**src/rtl/pwm_counter_bank.sv**
```systemverilog
// pwm_counter_bank: shared W-bit PWM timebase (sawtooth or triangle,
// continuous or one-shot) driving NUM_CH registered compare outputs.
// Optional build macro PWM_CNT_SHADOW_EN: period and compare values are
// latched into shadow registers on clear, on every zero event and while
// halted, so mid-period writes only take effect at a period boundary.
// Interface: there is no valid/ready handshake; every output is a plain
// register updated on each rising clk edge.
module pwm_counter_bank #(
  parameter int NUM_CNT_BITS = 8,
  parameter int NUM_CH       = 4
) (
  input  logic                           clk,
  input  logic                           n_rst,
  input  logic                           clear,
  input  logic                           count_enable,
  input  logic                           up_down,
  input  logic                           one_shot,
  input  logic [NUM_CNT_BITS-1:0]        period,
  input  logic [NUM_CH*NUM_CNT_BITS-1:0] cmp,
  input  logic [NUM_CH-1:0]              invert,
  output logic [NUM_CNT_BITS-1:0]        count_out,
  output logic                           dir_up,
  output logic                           zero_flag,
  output logic                           top_flag,
  output logic                           done,
  output logic [NUM_CH-1:0]              pwm_out
);

  localparam int W = NUM_CNT_BITS;
  localparam logic [W-1:0] ONE = W'(1);

  logic [W-1:0]        count_q, count_d;
  logic                dir_up_q, dir_up_d;
  logic                done_q, done_d;
  logic                zero_flag_q, zero_flag_d;
  logic                top_flag_q, top_flag_d;
  logic [NUM_CH-1:0]   pwm_q, pwm_d;

  // Active period / compare seen by the step logic.
  logic [W-1:0]        period_act;
  logic [NUM_CH*W-1:0] cmp_act;

  // Result of one counting step from the current state.
  logic [W-1:0]        step_count;
  logic                step_dir;
  logic                step_zero;
  logic [NUM_CH-1:0]   step_raw;
  logic [NUM_CH-1:0]   clear_raw;

`ifdef PWM_CNT_SHADOW_EN
  logic [W-1:0]        period_sh_q, period_sh_d;
  logic [NUM_CH*W-1:0] cmp_sh_q, cmp_sh_d;
  logic                load_shadow;

  // Shadow reload points: restart, period boundary, or while halted.
  always_comb begin
    load_shadow = clear | done_q | (count_enable & step_zero);
    period_sh_d = load_shadow ? period : period_sh_q;
    cmp_sh_d    = load_shadow ? cmp : cmp_sh_q;
  end

  // Shadow registers, cleared to 0 on reset.
  always_ff @(posedge clk) begin
    if (!n_rst) begin
      period_sh_q <= '0;
      cmp_sh_q    <= '0;
    end else begin
      period_sh_q <= period_sh_d;
      cmp_sh_q    <= cmp_sh_d;
    end
  end

  assign period_act = period_sh_q;
  assign cmp_act    = cmp_sh_q;
`else
  assign period_act = period;
  assign cmp_act    = cmp;
`endif

  // Next count/direction for one step; >= / < comparisons keep the counter
  // wrapping cleanly when the period is lowered below the current count.
  always_comb begin
    step_count = count_q;
    step_dir   = dir_up_q;
    step_zero  = 1'b0;
    if (!up_down) begin
      step_dir = 1'b1;
      if (count_q >= period_act) begin
        step_count = '0;
        step_zero  = 1'b1;
      end else begin
        step_count = count_q + ONE;
      end
    end else if (dir_up_q) begin
      if (period_act == '0) begin
        step_count = '0;
        step_zero  = 1'b1;
      end else if (count_q < period_act) begin
        step_count = count_q + ONE;
      end else if (count_q == ONE) begin
        // Reversal lands directly on 0 (P=1 triangle): a zero event, stay up.
        step_count = '0;
        step_zero  = 1'b1;
      end else begin
        step_count = count_q - ONE;
        step_dir   = 1'b0;
      end
    end else begin
      if (count_q <= ONE) begin
        step_count = '0;
        step_zero  = 1'b1;
        step_dir   = 1'b1;
      end else begin
        step_count = count_q - ONE;
      end
    end
  end

  // Per-channel raw compare for a step and for a restart at count 0.
  always_comb begin
    step_raw  = '0;
    clear_raw = '0;
    for (int i = 0; i < NUM_CH; i++) begin
      step_raw[i]  = step_count < cmp_act[i*W +: W];
      clear_raw[i] = cmp[i*W +: W] != '0;
    end
  end

  // Priority: clear, then an enabled step while not halted, else hold.
  always_comb begin
    count_d     = count_q;
    dir_up_d    = dir_up_q;
    done_d      = done_q;
    zero_flag_d = 1'b0;
    top_flag_d  = 1'b0;
    pwm_d       = pwm_q;
    if (clear) begin
      count_d  = '0;
      dir_up_d = 1'b1;
      done_d   = 1'b0;
      pwm_d    = clear_raw ^ invert;
    end else if (count_enable && !done_q) begin
      count_d     = step_count;
      dir_up_d    = step_dir;
      zero_flag_d = step_zero;
      top_flag_d  = step_count == period_act;
      done_d      = step_zero & one_shot;
      pwm_d       = step_raw ^ invert;
    end
  end

  // State registers; reset drives pwm_out to the sampled polarity.
  always_ff @(posedge clk) begin
    if (!n_rst) begin
      count_q     <= '0;
      dir_up_q    <= 1'b1;
      done_q      <= 1'b0;
      zero_flag_q <= 1'b0;
      top_flag_q  <= 1'b0;
      pwm_q       <= invert;
    end else begin
      count_q     <= count_d;
      dir_up_q    <= dir_up_d;
      done_q      <= done_d;
      zero_flag_q <= zero_flag_d;
      top_flag_q  <= top_flag_d;
      pwm_q       <= pwm_d;
    end
  end

  assign count_out = count_q;
  assign dir_up    = dir_up_q;
  assign done      = done_q;
  assign zero_flag = zero_flag_q;
  assign top_flag  = top_flag_q;
  assign pwm_out   = pwm_q;

endmodule

```
**config.mk**
```make
export PLATFORM = sky130hd
export DESIGN_NAME = pwm_counter_bank
export DESIGN_NICKNAME = d
export VERILOG_FILES = /design/src/rtl/pwm_counter_bank.sv
export SDC_FILE = /design/constraint.sdc
export NUM_CORES = 1
export LEC_CHECK = 0
export ABC_AREA = 1
export ABC_CLOCK_PERIOD_IN_PS = 2800
export CAP_MARGIN = 10
export CORE_MARGIN = 3
export CORE_UTILIZATION = 44
export CTS_BUF_LIST = sky130_fd_sc_hd__clkbuf_8 sky130_fd_sc_hd__clkbuf_16
export DETAILED_ROUTE_END_ITERATION = 6
export PLACE_DENSITY = 0.78
export SLEW_MARGIN = 20
export SYNTH_ARGS = -nofsm -noshare
export SYNTH_HDL_FRONTEND = slang
export SYNTH_SLANG_ARGS = --single-unit
```
**constraint.sdc**
```tcl
create_clock -name clk -period 2.8 [get_ports clk]
set_input_delay 0.28 -clock clk [delete_from_list [all_inputs] [get_ports clk]]
set_output_delay 0.28 -clock clk [all_outputs]
set_load 0.02 [all_outputs]
```
==> run metrics <==
diode count 0; crit share post-route 110%; Max-Slew Margin vs Limit 64.1%; Worst-Skew Late Latency between 0.2 and 0.3 ns; die span in x 78.5 um; clk_skew approximately 0.0055 ns; CTS buffer count 3; worst-path maximum fanout 5; slowest stage delay, CP 0.37 ns; wire length of the first global-routing pass approximately 15000 um; Syn Area/Cell around 6.4 um2; violated checks setup timing; dpl hpwl approximately 6700 um; min-delay worst type reg2reg; final setup vio count 4; Clock Sinks 16; crit start category flop; layout cells sized above 1 between 30% and 40%; commonest cells after routing, fill and taps aside 86 x buf_4, 81 x nand2_1, 63 x inv_1; Area Growth Syn to Fin 78.4%; R2R depth 22; Fillers roughly 320; Setup TNS -0.920 ns; crit path time final about 3.1 ns; critical setup path kind reg2reg; Final ANT Viol Nets 0; Setup WS post-layout -0.287 ns; CTS tree done; initial antenna violation count 0; switching part of the total around 36%; full die area ~6200 um2; DR pass1 iterations 5; Finished Layout Cells 580; Die Height between 70 and 80 um; Worst R2R Start count_out[0]$_SDFFE_PP0P_; GRT Util Overall between 20 and 30%; CTS Hold Bufs 0; Syn. warnings 0; Remaining Overflow, GRT 0; status complete, but fails checks; worst r2r dst pwm_out[0]$_DFFE_PP_; H-tree depth 1; Net Switching roughly 0.33 mW; Hold Crit Endpoint done$_SDFFE_PP0P_; PortBufs between 60 and 70; first-iteration detailed-routing DRC count roughly 300; Final Wtd Congestion just over 0.9; hold path startpoint done$_SDFFE_PP0P_; Hold Path Stages 2; Root Buffer Master clkbuf_8; commonest non-fill, non-tap cell in the layout buf_4; I/O pin count 66; Synth Register Bits 16; cell count after synthesis 359; largest net degree at the start of global routing 13; Post-synth EDFFs 4; Reg clk slew, reported paths approximately 0.07 ns; internal power around 0.58 mW; routed wire length 9480 um; Yosys cell types 34; clock network fraction of total power a little over a fifth; Required @ worst endpoint approximately 2.8 ns; P per Cell Area 220 nW/um2; FMAX roughly 320 MHz; vias per inst roughly 5.4; peak supply drop 0.197 mV; Layout Utilization ~84%; Core Rows 25; sequential share of the synthesized area approximately 16%; critical path arrival around 3.1 ns; reg2reg setup slack -0.29 ns; placed insts approximately 550; Routed wire per std cell about 16 um; Mapped Nets between 400 and 500; Flop pwr share roughly 28%; fin nets between 600 and 700; RSZ-0062 raised after global routing true; slowest CP cell dfxtp_4; Async SR Flop Fraction 0%; max-cap check violation count 0; Top FF cell, synth dfxtp_1; clk buf depth 2; Hold WS 0.557 ns; total number of vias around 3100; Final Slew Violations 0; Crit. End Element flop; core area a little under 5000 um2; Lkg Pwr roughly 2.1 nW; number of global-route vias before repair about 3200; DRC 0; Slew @ Worst Pin about 0.53 ns; critical path's most frequent cell nand2_2; Syn Std Cell Area about 2300 um2; combinational group share of total power a little over 50%; CP cell instances inv_4, ha_4, inv_1, nand2_1, nand2_1, nand2_2, nand2_2, nand2_2, and2_4, nand3_4, o221ai_2, nand2_2, inv_4, ha_4, a211o_1, a31o_2, a41oi_2, nand2_1, nand2_2, nand2_2, nand2_1, nand2_1; Starting Density 47.0%; final-report hold violation count 0
-- worst max-delay path: cells and delay by family (launching register included) --
| kind | cells | cell delay, ns |
|---|---|---|
| AND/OR/NAND/NOR | 13 | 1.11 |
| AO/OA/AOI/OAI | 4 | 0.81 |
| flip-flops | 1 | 0.37 |
| adder cells (fa/ha/maj) | 2 | 0.34 |
| buffers and inverters | 3 | 0.23 |
-- power groups by stage --
stage          clock network [mW]  logic [mW]  registers [mW]
5_1_grt                     0.200       0.499           0.250
4_1_cts                     0.191       0.420           0.249
2_1_floorplan                   0       0.177           0.264
6_report                    0.195       0.461           0.249
3_5_place_dp                    0       0.387           0.254
3_3_place_gp                    0       0.373           0.254
-- kinds of logic (layout without fill, tap and decap cells) --
family                   Yosys count  count (layout)  share of synthesized area, %
AND/OR/NAND/NOR                  163             163                          30.5
buffers and inverters             81             235                          14.2
flip-flops                        16              16                          15.6
XOR/XNOR                          13              13                          4.93
AO/OA/AOI/OAI                     47              47                          13.7
adder cells (fa/ha/maj)           39              39                          21.1
-- registers in the layout, indices dropped and copies added (netlist names) --
signal / flops
dir_up: 1
count_out: 8
pwm_out: 4
top_flag: 1
zero_flag: 1
done: 1
-- what timing repair did --
action / in CTS / in global routing
pin swaps: 20 / 23
buffers inserted: 20 / 7
setup endpoints to repair: 4 / 5
gates resized for setup: 47 / 25
-- worst max path at each step --
stage                                    from                    to  depth (start not counted)
global route        count_out[0]$_SDFFE_PP0P_  pwm_out[3]$_DFFE_PP_                         27
floorplan           count_out[3]$_SDFFE_PP0P_  pwm_out[0]$_DFFE_PP_                         21
finish              count_out[0]$_SDFFE_PP0P_  pwm_out[0]$_DFFE_PP_                         22
global placement                    period[1]  pwm_out[0]$_DFFE_PP_                         23
detailed placement                  period[1]  pwm_out[0]$_DFFE_PP_                         23
CTS                 count_out[3]$_SDFFE_PP0P_  pwm_out[0]$_DFFE_PP_                         21
-- metal layers --
metal | up-vias | share of wire (%) | global-route usage (%)
li1 | 1472 | - | -
met1 | 1431 | 38 | 32.7
met2 | 183 | 50 | 54.7
met3 | 46 | 7.6 | 5.96
met4 | 0 | 3.9 | 12.6
met5 | - | 0 | 0
-- Yosys cell counts (all sizes together) (2+ instances only) --
cell | n | area, um2
a31o | 2 | 17.5
nand4 | 9 | 56.3
buf | 4 | 38.8
o21ai | 10 | 53.8
xnor2 | 3 | 26.3
a41oi | 2 | 17.5
xor2 | 10 | 87.6
nand2 | 106 | 418
dfxtp | 12 | 240
a21oi | 12 | 60.1
edfxtp | 4 | 120
o221ai | 2 | 17.5
nand3 | 17 | 85.1
o22ai | 10 | 68.8
o41ai | 4 | 35.0
inv | 76 | 285
nor3 | 2 | 10.0
a211o | 2 | 17.5
nor2 | 28 | 128
ha | 39 | 488
-- stage by stage --
| step | setup slack (ns) | cell area [um2] | total power, mW |
|---|---|---|---|
| floorplan | -0.0249 | 2440 | 0.441 |
| global placement | -0.791 | 3640 | 0.627 |
| detailed placement | -0.820 | 3640 | 0.640 |
| CTS | -0.162 | 3960 | 0.860 |
| global route | -0.394 | 4120 | 0.949 |
| finish | -0.287 | 4120 | 0.905 |
-- cell type report --
type,instances,area [um2],area share [%]
flip-flops and latches,16,383,9.29
repair buffers,155,1340,32.6
clock inverters,1,3.75,0.0911
multi-input cells,262,1970,47.9
well taps,67,83.8,2.03
inverters,76,293,7.11
clock buffers,3,41.3,1.00
Power figures use the tool's default switching activity.
